`src/rtl/vga_timing_pkg.sv`:
```
// Shared constants and helpers for the VGA raster timing generator.
// Holds the 640x480@60 default timing, the default colour/coordinate widths,
// the flag bundle that travels down the latency-compensation pipe, and the
// h/v total helper functions.
package vga_timing_pkg;

    localparam int unsigned DefHActive = 640;
    localparam int unsigned DefHFp     = 16;
    localparam int unsigned DefHSync   = 96;
    localparam int unsigned DefHBp     = 48;
    localparam int unsigned DefVActive = 480;
    localparam int unsigned DefVFp     = 10;
    localparam int unsigned DefVSync   = 2;
    localparam int unsigned DefVBp     = 33;
    localparam int unsigned DefColorW  = 4;
    localparam int unsigned DefCoordW  = 10;

    // Raw per-pixel decode, delayed as one bundle so all flags stay aligned.
    typedef struct packed {
        logic hs;
        logic vs;
        logic de;
        logic ls;
        logic fs;
    } flags_t;

    localparam int unsigned FlagW = $bits(flags_t);

    function automatic int unsigned h_total(input int unsigned active, input int unsigned fp,
                                            input int unsigned sync, input int unsigned bp);
        return active + fp + sync + bp;
    endfunction

    function automatic int unsigned v_total(input int unsigned active, input int unsigned fp,
                                            input int unsigned sync, input int unsigned bp);
        return active + fp + sync + bp;
    endfunction

endpackage

```
`src/rtl/vga_timing_gen_if.sv`:
```
// Pixel-side bus of the VGA timing generator.
// master: the generator (takes EN/CSEL, drives coordinates, syncs, DE, RGB, strobes).
// slave : the colour source / board side (drives EN/CSEL, observes everything else).
interface vga_timing_gen_if
    import vga_timing_pkg::*;
#(
    parameter int unsigned COLOR_W = DefColorW,
    parameter int unsigned COORD_W = DefCoordW
);
    logic                   EN;
    logic [3*COLOR_W-1:0]   CSEL;
    logic [COORD_W-1:0]     HCOORD;
    logic [COORD_W-1:0]     VCOORD;
    logic                   HSYNC;
    logic                   VSYNC;
    logic                   DE;
    logic [COLOR_W-1:0]     RED;
    logic [COLOR_W-1:0]     GREEN;
    logic [COLOR_W-1:0]     BLUE;
    logic                   LINE_START;
    logic                   FRAME_START;

    modport master (
        input  EN, CSEL,
        output HCOORD, VCOORD, HSYNC, VSYNC, DE, RED, GREEN, BLUE, LINE_START, FRAME_START
    );

    modport slave (
        output EN, CSEL,
        input  HCOORD, VCOORD, HSYNC, VSYNC, DE, RED, GREEN, BLUE, LINE_START, FRAME_START
    );
endinterface

```
`src/rtl/vga_delay_line.sv`:
```
// WIDTH x DEPTH enable-qualified shift register with asynchronous clear.
// Ports: CLK clock, aclr_i async active-high clear, en shift enable,
//        din input word, dout word delayed by DEPTH enabled cycles.
// DEPTH = 0 degenerates to a combinational pass-through.
module vga_delay_line #(
    parameter int unsigned WIDTH = 1,
    parameter int unsigned DEPTH = 1
) (
    input  logic             CLK,
    input  logic             aclr_i,
    input  logic             en,
    input  logic [WIDTH-1:0] din,
    output logic [WIDTH-1:0] dout
);

    if (DEPTH == 0) begin : g_pass
        logic unused_ctrl;
        assign unused_ctrl = ^{CLK, aclr_i, en};
        assign dout = din;
    end else begin : g_pipe
        logic [WIDTH-1:0] stage_q [DEPTH];

        always_ff @(posedge CLK or posedge aclr_i) begin
            if (aclr_i) begin
                for (int i = 0; i < DEPTH; i++) stage_q[i] <= '0;
            end else if (en) begin
                stage_q[0] <= din;
                for (int i = 1; i < DEPTH; i++) stage_q[i] <= stage_q[i-1];
            end
        end

        assign dout = stage_q[DEPTH-1];
    end

endmodule

```
`src/rtl/vga_timing_gen.sv`:
```
// Parametrised VGA raster timing generator and pixel output stage.
// Ports: CLK clock; aclr_i async active-high reset;
//        bus (master): EN pixel enable, CSEL {R,G,B} in; HCOORD/VCOORD request
//        coordinates, HSYNC/VSYNC/DE/RED/GREEN/BLUE pins, LINE_START/FRAME_START out.
// Coordinates leave PIX_LAT+1 enabled cycles ahead of the pins so the upstream
// colour lookup can take PIX_LAT cycles; sync/DE/strobe flags are delayed to match.
module vga_timing_gen
    import vga_timing_pkg::*;
#(
    parameter int unsigned H_ACTIVE = DefHActive,
    parameter int unsigned H_FP     = DefHFp,
    parameter int unsigned H_SYNC   = DefHSync,
    parameter int unsigned H_BP     = DefHBp,
    parameter int unsigned V_ACTIVE = DefVActive,
    parameter int unsigned V_FP     = DefVFp,
    parameter int unsigned V_SYNC   = DefVSync,
    parameter int unsigned V_BP     = DefVBp,
    parameter logic        HS_POL   = 1'b0,
    parameter logic        VS_POL   = 1'b0,
    parameter int unsigned COLOR_W  = DefColorW,
    parameter int unsigned COORD_W  = DefCoordW,
    parameter int unsigned PIX_LAT  = 1
) (
    input  logic             CLK,
    input  logic             aclr_i,
    vga_timing_gen_if.master bus
);

    localparam int unsigned H_TOTAL = h_total(H_ACTIVE, H_FP, H_SYNC, H_BP);
    localparam int unsigned V_TOTAL = v_total(V_ACTIVE, V_FP, V_SYNC, V_BP);

    if (PIX_LAT > 3) begin : g_bad_pix_lat
        $error("vga_timing_gen: PIX_LAT must be in 0..3");
    end
    if ((((H_TOTAL - 1) >> COORD_W) != 0) || (((V_TOTAL - 1) >> COORD_W) != 0))
    begin : g_bad_coord_w
        $error("vga_timing_gen: COORD_W too small for H_TOTAL-1 / V_TOTAL-1");
    end
    if ((H_SYNC == 0) || (V_SYNC == 0)) begin : g_bad_sync
        $error("vga_timing_gen: sync widths must be non-zero");
    end

    localparam logic [COORD_W-1:0] HLast    = COORD_W'(H_TOTAL - 1);
    localparam logic [COORD_W-1:0] VLast    = COORD_W'(V_TOTAL - 1);
    localparam logic [COORD_W-1:0] HActive  = COORD_W'(H_ACTIVE);
    localparam logic [COORD_W-1:0] VActive  = COORD_W'(V_ACTIVE);
    localparam logic [COORD_W-1:0] HsFirst  = COORD_W'(H_ACTIVE + H_FP);
    localparam logic [COORD_W-1:0] HsLast   = COORD_W'(H_ACTIVE + H_FP + H_SYNC - 1);
    localparam logic [COORD_W-1:0] VsFirst  = COORD_W'(V_ACTIVE + V_FP);
    localparam logic [COORD_W-1:0] VsLast   = COORD_W'(V_ACTIVE + V_FP + V_SYNC - 1);

    // Raster counters.
    logic [COORD_W-1:0] h_q, v_q;

    always_ff @(posedge CLK or posedge aclr_i) begin
        if (aclr_i) begin
            h_q <= '0;
            v_q <= '0;
        end else if (bus.EN) begin
            if (h_q == HLast) begin
                h_q <= '0;
                v_q <= (v_q == VLast) ? '0 : v_q + COORD_W'(1);
            end else begin
                h_q <= h_q + COORD_W'(1);
            end
        end
    end

    assign bus.HCOORD = h_q;
    assign bus.VCOORD = v_q;

    // Decode of the coordinate currently being requested.
    flags_t raw, dly;

    always_comb begin
        raw    = '0;
        raw.hs = (h_q >= HsFirst) && (h_q <= HsLast);
        raw.vs = (v_q >= VsFirst) && (v_q <= VsLast);
        raw.de = (h_q < HActive) && (v_q < VActive);
        raw.ls = (h_q == '0);
        raw.fs = (h_q == '0) && (v_q == '0);
    end

    vga_delay_line #(
        .WIDTH (FlagW),
        .DEPTH (PIX_LAT)
    ) u_flag_dly (
        .CLK    (CLK),
        .aclr_i (aclr_i),
        .en     (bus.EN),
        .din    (raw),
        .dout   (dly)
    );

    // Output register: CSEL and the delayed flags belong to the same pixel here.
    logic                 hsync_q, vsync_q, de_q, ls_q, fs_q;
    logic [3*COLOR_W-1:0] rgb_q;

    always_ff @(posedge CLK or posedge aclr_i) begin
        if (aclr_i) begin
            hsync_q <= ~HS_POL;
            vsync_q <= ~VS_POL;
            de_q    <= 1'b0;
            rgb_q   <= '0;
            ls_q    <= 1'b0;
            fs_q    <= 1'b0;
        end else if (bus.EN) begin
            hsync_q <= dly.hs ? HS_POL : ~HS_POL;
            vsync_q <= dly.vs ? VS_POL : ~VS_POL;
            de_q    <= dly.de;
            rgb_q   <= dly.de ? bus.CSEL : '0;
            ls_q    <= dly.ls;
            fs_q    <= dly.fs;
        end
    end

    assign bus.HSYNC = hsync_q;
    assign bus.VSYNC = vsync_q;
    assign bus.DE    = de_q;
    assign bus.RED   = rgb_q[3*COLOR_W-1 -: COLOR_W];
    assign bus.GREEN = rgb_q[2*COLOR_W-1 -: COLOR_W];
    assign bus.BLUE  = rgb_q[COLOR_W-1:0];

    // Column-0 pixel can sit on the pins for several CLKs when EN is sparse;
    // gating with EN leaves exactly one CLK per presented pixel.
    assign bus.LINE_START  = ls_q & bus.EN;
    assign bus.FRAME_START = fs_q & bus.EN;

endmodule

```
`src/flat_wrapper.sv`:
```
// flat-port wrapper written by rule: the top's interface ports become plain ports
module vga_timing_gen_flat import vga_timing_pkg::*;
#(
    parameter int unsigned H_ACTIVE = DefHActive,
    parameter int unsigned H_FP     = DefHFp,
    parameter int unsigned H_SYNC   = DefHSync,
    parameter int unsigned H_BP     = DefHBp,
    parameter int unsigned V_ACTIVE = DefVActive,
    parameter int unsigned V_FP     = DefVFp,
    parameter int unsigned V_SYNC   = DefVSync,
    parameter int unsigned V_BP     = DefVBp,
    parameter logic        HS_POL   = 1'b0,
    parameter logic        VS_POL   = 1'b0,
    parameter int unsigned COLOR_W  = DefColorW,
    parameter int unsigned COORD_W  = DefCoordW,
    parameter int unsigned PIX_LAT  = 1
)
  (CLK, aclr_i, bus_EN, bus_CSEL, bus_HCOORD, bus_VCOORD, bus_HSYNC, bus_VSYNC, bus_DE, bus_RED, bus_GREEN, bus_BLUE, bus_LINE_START, bus_FRAME_START);
  vga_timing_gen_if #(.COLOR_W(COLOR_W), .COORD_W(COORD_W)) bus_i ();
  input  logic CLK;
  input  logic aclr_i;
  input wire logic [$bits(bus_i.EN)-1:0] bus_EN;
  input wire logic [$bits(bus_i.CSEL)-1:0] bus_CSEL;
  output wire logic [$bits(bus_i.HCOORD)-1:0] bus_HCOORD;
  output wire logic [$bits(bus_i.VCOORD)-1:0] bus_VCOORD;
  output wire logic [$bits(bus_i.HSYNC)-1:0] bus_HSYNC;
  output wire logic [$bits(bus_i.VSYNC)-1:0] bus_VSYNC;
  output wire logic [$bits(bus_i.DE)-1:0] bus_DE;
  output wire logic [$bits(bus_i.RED)-1:0] bus_RED;
  output wire logic [$bits(bus_i.GREEN)-1:0] bus_GREEN;
  output wire logic [$bits(bus_i.BLUE)-1:0] bus_BLUE;
  output wire logic [$bits(bus_i.LINE_START)-1:0] bus_LINE_START;
  output wire logic [$bits(bus_i.FRAME_START)-1:0] bus_FRAME_START;
  assign bus_i.EN = bus_EN;
  assign bus_i.CSEL = bus_CSEL;
  assign bus_HCOORD = bus_i.HCOORD;
  assign bus_VCOORD = bus_i.VCOORD;
  assign bus_HSYNC = bus_i.HSYNC;
  assign bus_VSYNC = bus_i.VSYNC;
  assign bus_DE = bus_i.DE;
  assign bus_RED = bus_i.RED;
  assign bus_GREEN = bus_i.GREEN;
  assign bus_BLUE = bus_i.BLUE;
  assign bus_LINE_START = bus_i.LINE_START;
  assign bus_FRAME_START = bus_i.FRAME_START;
  vga_timing_gen #(.H_ACTIVE(H_ACTIVE), .H_FP(H_FP), .H_SYNC(H_SYNC), .H_BP(H_BP), .V_ACTIVE(V_ACTIVE), .V_FP(V_FP), .V_SYNC(V_SYNC), .V_BP(V_BP), .HS_POL(HS_POL), .VS_POL(VS_POL), .COLOR_W(COLOR_W), .COORD_W(COORD_W), .PIX_LAT(PIX_LAT)) u_core (.CLK(CLK), .aclr_i(aclr_i), .bus(bus_i));
endmodule
```
`config.mk`:
```
export PLATFORM = sky130hd
export DESIGN_NAME = vga_timing_gen_flat
export DESIGN_NICKNAME = d
export VERILOG_FILES = /design/src/rtl/vga_timing_pkg.sv /design/src/rtl/vga_timing_gen_if.sv /design/src/rtl/vga_delay_line.sv /design/src/rtl/vga_timing_gen.sv /design/src/flat_wrapper.sv
export SDC_FILE = /design/constraint.sdc
export NUM_CORES = 1
export LEC_CHECK = 0
export CORE_UTILIZATION = 48
export DETAILED_ROUTE_END_ITERATION = 10
export GPL_TIMING_DRIVEN = 1
export PLACE_DENSITY_LB_ADDON = 0.12
export SLEW_MARGIN = 20
export SYNTH_ARGS = -nofsm -noshare
export SYNTH_HDL_FRONTEND = slang
export SYNTH_HIERARCHICAL = 1
export SYNTH_SLANG_ARGS = --single-unit
```
`constraint.sdc`:
```
create_clock -name CLK -period 2.8 [get_ports CLK]
set_clock_uncertainty 0.2 [all_clocks]
set_input_delay 0.42 -clock CLK [delete_from_list [all_inputs] [get_ports CLK]]
set_output_delay 0.42 -clock CLK [all_outputs]
set_load 0.1 [all_outputs]
```
Word-level counts from Yosys, hierarchy flattened
Index checks and enable logic that the tools add are counted.

Output and inout port bits: 37. Register bits: 42. Input bits: 15.

$lt $le $gt $ge: 6. Multiplexer cells: 5. Reductions and logical operators: 7. Bitwise logic cells: 2. Add/subtract/negate cells: 2. Eq/ne operators: 2.

Operators with widths (count): $add A10 B1 Y10 const B (2); $eq A10 B10 Y1 const B (2); $logic_not A10 Y1 (2); $mux W10 (2); $mux W12 (1); $ge A10 B10 Y1 const B (1); $ge A10 B9 Y1 const B (1); $le A10 B10 Y1 const B (1); $le A10 B9 Y1 const B (1); $lt A10 B10 Y1 const B (1); $lt A10 B9 Y1 const B (1); $logic_and A1 B1 Y1 (4); $and A1 B1 Y1 (2); $mux W1 (2); $reduce_and A2 Y1 (1).

Longest topological paths before layout
Gate-level depths: netlist of the first run.

Depth after elaboration: 2. Mapped depth: 6. Mapped depth without buffers: 6.

By module
Netlist of the first run, hierarchy kept.

By module, submodules not included: vga_timing_gen (cells an instance 191, times used 1, area each 1796.7 sq um); vga_delay_line (cells an instance 11, times used 1, area each 185.2 sq um).

Least setup slack after synthesis of the first run
No wires, ideal clock.

Kind: reg-to-reg. From: register u_core.h_q[1], in the netlist u_core/bus.HCOORD[1]. To: register u_core.v_q[9], in the netlist u_core/bus.VCOORD[9]. Arrival time: 2664 ps. Stages on the path, launching flop included: 7. Slack: -142 ps. Setup time: 77 ps. Period minus slack after synthesis: 2942 ps. Buffers on the path: 1. Path through: dfrtp_1 -> ha_1 -> nand4_1 -> or3_1 -> buf_2 -> or4_1 -> a21oi_1.

Longest elaborated chain between the ends: 2.

RTL lines: start: declaration (line vga_timing_gen.sv:53) `logic [COORD_W-1:0] h_q, v_q;`; start signal: assignment (line vga_timing_gen.sv:64) `h_q <= h_q + COORD_W'(1);`; $eq A10 B10 Y1 (line vga_timing_gen.sv:60) `if (h_q == HLast) begin`; $reduce_and A2 Y1 (no line); end signal: assignment (line vga_timing_gen.sv:62) `v_q <= (v_q == VLast) ? '0 : v_q + COORD_W'(1);`; end: declaration (line vga_timing_gen.sv:53).

No other way between the ends. A chain may end at the register's enable or synchronous reset.

Worst setup path in the final report of the first run
From: register u_core.h_q[7], in the netlist u_core/bus.HCOORD[7]. To: register u_core.v_q[9], in the netlist u_core/bus.VCOORD[9].

Same word-level chain as after synthesis.

==> impl_metrics.py, run 1 <==
metrics = {
    "sta": {
        "maxSlewHeadroom_pct": 68.44,
        "setup_viol": 0,
        "max_freq_mhz": 402.2,
        "period_needed_ns": 2.486,
        "worstMarginPinSlew_ns": 0.4691,
        "slew_violations": 0,
        "rsz0062_at_grt": "false",
        "setup_tns_ns": 0,
        "setup_slack_ns": 0.3138,
        "period_share_pct": 88.79,
        "hold_viol": 0,
    },
    "clocking": {
        "clk_pin_slew_worst_paths_ns": 0.08,
        "cts_root_buf": "clkbuf_8",
        "clkLatencyLatePin_ns": 0.29,
        "cts_buffers": 5,
        "cts_setup_buffers": 0,
        "cts_hold_buf": 0,
        "cts_resized": 0,
        "htreeDepth": 2,
        "clock-sinks": 42,
        "cts_tree": "built",
        "clk_path_buf_depth": 2,
    },
    "floorplan": {
        "start_util_pct": 52.17,
        "rows": 22,
        "die_area_sq_um": 4390,
        "core_sq_um": 3799,
        "die_x_um": 66.26,
        "ios": 52,
        "fp.dieH_um": 66.26,
    },
    "final_layout": {
        "utilization_pct": 68.87,
        "nets": 277,
        "syn2layout_area_growth_pct": 32.01,
        "diodes": 0,
        "fill_cells": 312,
        "drive_gt1_share_pct": 25.97,
    },
    "synth": {
        "ys_seq_area_share_pct": 53.16,
        "netlist_instances": 202,
        "syn_area_per_cell_sq_um": 9.811,
        "yosysWarnings": 6,
        "synth_fp_nets": 222,
        "yosys_register_bits": 42,
        "synth_cell_types": 32,
        "mappedNetlistArea_sq_um": 1982,
    },
    "pwr": {
        "p_leak_nw": 1.275,
        "ir_drop_mv": 0.3962,
        "p_total_w": 0.001855,
        "power_density_nw_per_um2": 709.1,
    },
    "critical_path": {
        "r2r_start": "u_core/bus.HCOORD[7]",
        "worstSetupStartpointType": "register",
        "reg2reg_depth": 4,
        "crit_required_ns": 2.81,
        "crit_arrival_ns": 2.50,
        "worst_setup_path_end_kind": "register",
        "setup.reg_to_reg.worst_slack_ns": 0.31,
        "path_class": "register to register",
        "rr_endpoint": "u_core/bus.VCOORD[9]",
        "worstPathMaxFanout": 8,
    },
    "drt": {
        "wl_per_cell_um": 13.63,
        "wl_um": 4171,
        "num_vias": 1630,
        "drtIter0Drc": 98,
        "postRouteAntennaNets": 0,
        "drc_errors": 0,
        "vias_per_cell": 5.327,
        "first_pass_iters": 4,
    },
    "global_route": {
        "track_usage_pct": 21.56,
        "grt_overflow": 0,
        "grt_first_pass_wirelength_um": 7086,
        "grt_pass1_vias": 1619,
        "grt_max_degree": 33,
        "grt_antenna_before_repair": 0,
    },
    "place": {
        "pre_cts_slack_ns": 0.3238,
        "place_hpwl_um": 2990,
        "place_congestion": 0.8137,
        "numPortBuffers": 51,
    },
    "min_path": {
        "min_path_type": "input port to async pin",
    },
    "run_status": {
        "status": "complete, no violations",
    },
    "run": {
        "maxCapViolCount": 0,
    },
}
==> how the worst max path moves through the flow <==
stage,start,endpoint,slack (ns),cells past startpoint
after floorplan,u_core/bus.HCOORD[2],u_core/bus.VCOORD[9],0.009,5
after detailed placement,bus_EN,u_core/bus.VCOORD[9],0.32,5
after global routing,u_core/bus.HCOORD[7],u_core/bus.VCOORD[9],0.21,4
after global placement,bus_EN,u_core/bus.VCOORD[9],0.34,5
after CTS,u_core/bus.HCOORD[7],u_core/bus.VCOORD[9],0.32,4
final,u_core/bus.HCOORD[7],u_core/bus.VCOORD[9],0.31,4
==> cells in the mapped netlist <==
master	instances	area, sq um
or4b_4	1	13.76
mux2i_1	3	30.03
and3b_1	1	8.760
nand3b_1	1	7.510
mux2_2	8	90.09
buf_2	1	5.000
o22ai_1	1	6.260
a22o_1	1	8.760
o21ai_0	22	110.1
xnor2_1	5	43.79
or3_1	1	6.260
nor3_1	6	30.03
and2_1	3	18.77
or4_1	2	15.01
o21a_1	1	7.510
and4_1	2	17.52
nor2_1	6	22.52
inv_1	23	86.33
dfstp_2	2	52.55
and3_1	5	31.28
nand2_1	23	86.33
o31ai_1	2	15.01
nor2b_1	2	12.51
dfrtp_1	40	1001
nor4_1	4	25.02
clkbuf_1	6	22.52
nand3_1	11	55.05
a21oi_1	4	20.02
ha_1	5	62.56
xor2_1	4	35.03
buf_1	1	3.750
nand4_1	5	31.28
==> layer usage <==
| metal | vias up | GRT usage (%) | wire length [um] |
|---|---|---|---|
| met5 | - | 0 | 0 |
| met4 | 0 | 6.383 | 32 |
| met3 | 4 | 5.345 | 208 |
| met2 | 55 | 36.35 | 2026 |
| met1 | 774 | 27.15 | 1903 |
| li1 | 797 | - | - |
==> cell type report <==
type | instances | area [sq um] | area share [%]
Timing Repair Buffer | 56 | 480.5 | 18.36
Clock inverter | 1 | 30.03 | 1.148
Inverter | 23 | 86.33 | 3.300
Sequential cell | 42 | 1062 | 40.60
Multi-Input combinational cell | 129 | 810.8 | 30.99
Clock buffer | 7 | 86.33 | 3.300
Tap cell | 48 | 60.06 | 2.296
==> cells in the final DEF, fill, tap and decap left out <==
master           netlist  layout
dfrtp_1               40      33
xor2_1                 4       4
clkbuf_8               0       6
nand4_1                5       5
or4_1                  2       2
nand3b_1               1       1
inv_1                 23      23
o21a_1                 1       1
nor2_1                 6       6
nor4_1                 4       4
or4b_4                 1       1
o21ai_0               22      22
bufinv_16              0       1
clkdlybuf4s50_1        0      14
and3b_1                1       1
nand2_1               23      23
ha_1                   5       5
dfrtp_2                0       7
nor3_1                 6       6
mux2_2                 8       8
a22o_1                 1       1
o31ai_1                2       2
o22ai_1                1       1
dfstp_2                2       2
and3_1                 5       5
xnor2_1                5       5
mux2i_1                3       3
nor2b_1                2       2
and4_1                 2       2
a21oi_1                4       4
clkbuf_1               6       1
buf_12                 0       2
buf_4                  0      40
and2_1                 3       3
or3_1                  1       1
nand3_1               11      11
==> critical path, stage by stage (launching register included) <==
cell and delay, ns:
dfrtp_2 0.46, or4b_4 0.57, or3_1 0.49, or4_1 0.54
a21oi_1 0.15
==> sequential cells by signal (all words and copies together) (netlist names) <==
| name | cells |
|---|---|
| u_core/bus.DE | 1 |
| u_core/u_flag_dly/dout | 5 |
| u_core/bus.VSYNC | 1 |
| u_core/bus.VCOORD | 10 |
| u_core/bus.HCOORD | 10 |
| u_core/rgb_q | 12 |
| u_core/bus.HSYNC | 1 |
| u_core/fs_q | 1 |
| u_core/ls_q | 1 |
==> logic make-up after synthesis <==
family / Yosys count / share of synthesized area (%)
flops: 42 / 53.16
mux: 11 / 6.061
xor+xnor: 9 / 3.977
simple gates: 73 / 19.25
fa+ha+maj: 5 / 3.157
buf+inv: 31 / 5.934
compound gates: 31 / 8.460
==> power by group <==
part / internal, W / switching [W] / total (W) / leakage (nW)
Clock: 0.000291 / 0.000203 / 0.000494 / 0.0585
Sequential: 0.000667 / 0.0000746 / 0.000741 / 0.513
Combinational: 0.000145 / 0.000475 / 0.000620 / 0.704
Total: 0.00110 / 0.000753 / 0.00186 / 1.28
==> metrics by stage <==
| step | hold WS (ns) | cell area [sq um] | cells |
|---|---|---|---|
| after floorplan | -0.001479 | 1991 | 202 |
| after global placement | 0.2040 | 2500 | 298 |
| after detailed placement | 0.2051 | 2500 | 298 |
| after CTS | 0.1641 | 2616 | 306 |
| after global routing | 0.1855 | 2616 | 306 |
| final | 0.1627 | 2616 | 306 |
No activity file was read; power rests on OpenSTA's default activity.
==> run 2: changes to the inputs <==
- CORE_UTILIZATION: 48 -> 52
- clock period: 2.8 -> 3.2 ns (I/O delays scaled with it)
==> impl_metrics.py, run 2 (same netlist as run 1, synthesis figures left out) <==
metrics = {
    "run_status": {
        "status": "complete, no violations",
    },
    "final_layout": {
        "final_common_cell": "dfrtp_1",
        "most-common-layout-cells": "dfrtp_1 (40), buf_4 (38), nand2_1 (23), inv_1 (23), o21ai_0 (22)",
        "diodes": 0,
        "regMostFlops": "u_core/rgb_q",
        "syn2layout_area_growth_pct": 29.74,
        "multi_input_area_sq_um": 810.8,
        "drive_gt1_share_pct": 23.05,
        "nets": 275,
        "largest_register_ffs": 12,
        "ff_latch_area_sq_um": 1054,
        "fill_cells": 284,
        "utilization_pct": 70.23,
    },
    "drt": {
        "num_vias": 1601,
        "wl_per_cell_um": 13.07,
        "drc_errors": 0,
        "first_pass_iters": 4,
        "met3_length_um": 220,
        "drtIter0Drc": 46,
        "wl_um": 3972,
        "vias_per_cell": 5.266,
        "top_layer": "met4",
        "met1Wirelength_um": 1902,
        "postRouteAntennaNets": 0,
        "wl_met2_um": 1827,
    },
    "floorplan": {
        "fp.dieH_um": 63.74,
        "die_x_um": 63.74,
        "die_area_sq_um": 4062,
        "ios": 52,
        "start_util_pct": 54.14,
        "rows": 22,
        "core_sq_um": 3661,
    },
    "run": {
        "maxCapViolCount": 0,
    },
    "critical_path": {
        "setup.reg_to_reg.worst_slack_ns": 0.73,
        "worstSetupStartpointType": "register",
        "rr_endpoint": "u_core/bus.VCOORD[9]",
        "reg2reg_depth": 4,
        "slowest_stage": "or4b_4",
        "path_class": "register to register",
        "r2r_start": "u_core/bus.HCOORD[7]",
        "worst_setup_path_end_kind": "register",
        "crit_required_ns": 3.22,
        "crit_arrival_ns": 2.49,
        "cp_cell_sequence": "or4b_4 -> or3_1 -> or4_1 -> a21oi_1",
        "cpPeakStageDelay_ns": 0.59,
        "worstPathMaxFanout": 8,
    },
    "min_path": {
        "min_path_type": "input port to async pin",
    },
    "global_route": {
        "grt_pass1_vias": 1544,
        "grt_max_degree": 33,
        "grt_overflow": 0,
        "grt_antenna_before_repair": 0,
        "track_usage_pct": 22.13,
        "grt_first_pass_wirelength_um": 7010,
    },
    "clocking": {
        "cts_tree": "built",
        "cts_root_buf": "clkbuf_8",
        "cts_hold_buf": 0,
        "clock-sinks": 42,
        "htreeDepth": 2,
        "clkLatencyLatePin_ns": 0.29,
        "clk_pin_slew_worst_paths_ns": 0.08,
        "clk_path_buf_depth": 2,
        "cts_buffers": 5,
        "cts_setup_buffers": 0,
        "cts_resized": 0,
    },
    "sta": {
        "rsz0062_at_grt": "false",
        "max_freq_mhz": 404.2,
        "setup_viol": 0,
        "slew_violations": 0,
        "worstMarginPinSlew_ns": 0.5704,
        "setup_tns_ns": 0,
        "hold_viol": 0,
        "period_share_pct": 77.31,
        "period_needed_ns": 2.474,
        "maxSlewHeadroom_pct": 61.93,
    },
    "place": {
        "numPortBuffers": 51,
        "place_congestion": 0.8149,
        "place_hpwl_um": 2837,
    },
    "pwr": {
        "p_leak_nw": 1.265,
        "ir_drop_mv": 0.6182,
        "power_density_nw_per_um2": 597.2,
    },
}
==> run 2: power breakdown <==
group | leakage, nW | switching (W) | total [W] | internal (W)
combinational | 0.695 | 0.000417 | 0.000542 | 0.000125
sequential | 0.523 | 0.0000660 | 0.000646 | 0.000580
clock | 0.0472 | 0.000174 | 0.000347 | 0.000173
==> run 2: worst max-delay path: cells and delay by family, from the launching register on <==
kind,cells,cell delay [ns]
flip-flops,1,0.45
AND/OR/NAND/NOR,3,1.61
AO/OA/AOI/OAI,1,0.15
==> run 2: layer usage <==
metal,GRT usage [%],vias to the layer above
met4,9.091,0
met2,33.64,54
met1,30.69,754
met3,4.821,2
li1,-,791
met5,0,-
==> run 2: final cells by class <==
cell class                      count  area share (%)
Multi-Input combinational cell    129           31.53
Sequential cell                    42           40.97
Timing Repair Buffer               54           18.10
Clock buffer                        6           3.212
Inverter                           23           3.358
Tap cell                           48           2.336
Clock inverter                      2          0.4866
==> run 2: worst max path at each step <==
| stage | endpoint | depth (start not counted) | startpoint |
|---|---|---|---|
| global route | u_core/bus.VCOORD[9] | 4 | u_core/bus.HCOORD[7] |
| CTS | u_core/bus.VCOORD[9] | 4 | u_core/bus.HCOORD[7] |
| finish | u_core/bus.VCOORD[9] | 4 | u_core/bus.HCOORD[7] |
| floorplan | u_core/bus.VCOORD[9] | 6 | u_core/bus.HCOORD[1] |
| global placement | u_core/bus.VCOORD[9] | 5 | bus_EN |
| detailed placement | u_core/bus.VCOORD[9] | 5 | bus_EN |
==> run 2: through the flow <==
| step | setup slack (ns) | hold slack [ns] | cell area [sq um] | power (W) | instances |
|---|---|---|---|---|---|
| 6_report | 0.7259 | 0.2135 | 2571 | 0.001535 | 304 |
| 5_1_grt | 0.6176 | 0.2298 | 2571 | 0.001607 | 304 |
| 4_1_cts | 0.7327 | 0.2057 | 2571 | 0.001550 | 304 |
| 3_5_place_dp | 0.4994 | 0.2203 | 2476 | 0.001198 | 296 |
| 3_3_place_gp | 0.5306 | 0.2002 | 2476 | 0.001191 | 296 |
| 2_1_floorplan | 0.2582 | 0.05852 | 1982 | 0.001065 | 202 |
==> run 3: changes to the inputs <==
- CORE_UTILIZATION: 52 -> 48
- clock period: 3.2 -> 2.6 ns (I/O delays scaled with it)
==> impl_metrics.py, run 3 (same netlist as run 1, synthesis figures left out) <==
metrics = {
    "run_status": {
        "status": "complete, no violations",
    },
    "critical_path": {
        "worstPathMaxFanout": 7,
        "worst_setup_path_end_kind": "register",
        "worstSetupStartpointType": "register",
        "crit_arrival_ns": 2.43,
        "cp_cell_sequence": "or4b_4 -> or3_1 -> or4_1 -> a21oi_1",
        "path_class": "register to register",
        "cpPeakStageDelay_ns": 0.57,
        "reg2reg_depth": 4,
        "slowest_stage": "or4b_4",
        "crit_required_ns": 2.62,
    },
    "sta": {
        "maxSlewHeadroom_pct": 69.56,
        "setup_viol": 0,
        "max_freq_mhz": 413.9,
        "slew_violations": 0,
        "rsz0062_at_grt": "false",
        "period_needed_ns": 2.416,
        "worstMarginPinSlew_ns": 0.4566,
        "period_share_pct": 92.92,
        "hold_viol": 0,
        "setup_tns_ns": 0,
    },
    "pwr": {
        "p_total_w": 0.001879,
        "power_density_nw_per_um2": 722.3,
        "p_leak_nw": 1.258,
        "ir_drop_mv": 0.3432,
    },
    "global_route": {
        "grt_pass1_vias": 1497,
        "grt_overflow": 0,
        "grt_antenna_before_repair": 0,
        "grt_max_degree": 38,
        "track_usage_pct": 20.99,
        "grt_first_pass_wirelength_um": 6796,
    },
    "clocking": {
        "cts_resized": 0,
        "clkLatencyLatePin_ns": 0.29,
        "clk_path_buf_depth": 2,
        "cts_hold_buf": 0,
        "cts_root_buf": "clkbuf_8",
        "cts_tree": "built",
        "cts_buffers": 5,
        "cts_setup_buffers": 0,
        "clk_pin_slew_worst_paths_ns": 0.08,
        "clock-sinks": 42,
        "htreeDepth": 2,
    },
    "drt": {
        "postRouteAntennaNets": 0,
        "drtIter0Drc": 110,
        "vias_per_cell": 5.340,
        "drc_errors": 0,
        "first_pass_iters": 4,
        "num_vias": 1634,
        "wl_per_cell_um": 13.15,
        "wl_um": 4025,
    },
    "final_layout": {
        "drive_gt1_share_pct": 26.74,
        "largest_register_ffs": 12,
        "diodes": 0,
        "nets": 277,
        "most-common-layout-cells": "buf_4 (40), dfrtp_1 (31), nand2_1 (23), inv_1 (23), o21ai_0 (22)",
        "final_common_cell": "buf_4",
        "regMostFlops": "u_core/rgb_q",
        "syn2layout_area_growth_pct": 31.25,
        "stdcell_count": 306,
    },
    "floorplan": {
        "die_x_um": 66.26,
        "fp.dieH_um": 66.26,
        "ios": 52,
        "start_util_pct": 52.17,
        "die_area_sq_um": 4390,
        "rows": 22,
        "core_sq_um": 3799,
    },
    "min_path": {
        "min_path_type": "input port to async pin",
    },
    "place": {
        "place_hpwl_um": 2900,
        "place_inst": 298,
        "numPortBuffers": 51,
        "place_congestion": 0.8017,
    },
    "run": {
        "maxCapViolCount": 0,
    },
}
[run 3: worst paths after layout]
check                                                 end                      start  slack [ns]
worst min-delay path            u_core/u_flag_dly/dout[4]                     aclr_i        0.14
worst max-delay path                 u_core/bus.VCOORD[9]       u_core/bus.HCOORD[6]        0.18
worst min register to register           u_core/bus.HSYNC  u_core/u_flag_dly/dout[4]        0.21
max in group asynchronous            u_core/bus.HCOORD[8]                     aclr_i        1.49
worst max register to register       u_core/bus.VCOORD[9]       u_core/bus.HCOORD[6]        0.18
min in group CLK                         u_core/bus.HSYNC  u_core/u_flag_dly/dout[4]        0.21
[run 3: area by class of cell]
| type | instances | area [sq um] |
|---|---|---|
| Multi-Input combinational cell | 129 | 810.8 |
| Inverter | 23 | 86.33 |
| Clock buffer | 6 | 72.57 |
| Tap cell | 48 | 60.06 |
| Timing Repair Buffer | 56 | 480.5 |
| Fill cell | 315 | 1197 |
| Sequential cell | 42 | 1077 |
| Clock inverter | 2 | 13.76 |
[run 3: where the power goes]
part,leakage [nW],internal [W],switching [W]
logic,0.704,0.000155,0.000511
registers,0.509,0.000726,0.0000826
clock network,0.0452,0.000189,0.000216
total,1.26,0.00107,0.000809
[run 3: per-stage QoR]
stage,cell area (sq um),util [%],hold WS (ns),setup slack [ns]
after floorplan,2006,-,-0.03148,0.0001490
after global placement,2515,66.21,0.2031,0.2430
after detailed placement,2515,66.21,0.2033,0.2171
after CTS,2601,68.48,0.1350,0.1936
after global routing,2601,68.48,0.1435,0.1045
final,2601,68.48,0.1398,0.1840
[run 3: worst max-delay path: cells and delay by family (launching register included)]
family / cells / cell delay [ns]
and+or+nand+nor: 3 / 1.48
DFF: 1 / 0.51
AOI/OAI and AO/OA: 1 / 0.15
[run 3: layer usage]
metal  wire [um]  up-vias  share of wire (%)  GRT usage (%)
met4          48        0                1.2          8.245
met2        1980       49                 49          33.67
li1            -      790                  -              -
met1        1805      791                 45          26.80
met3         189        4                4.7          5.690
met5           0        -                  0              0
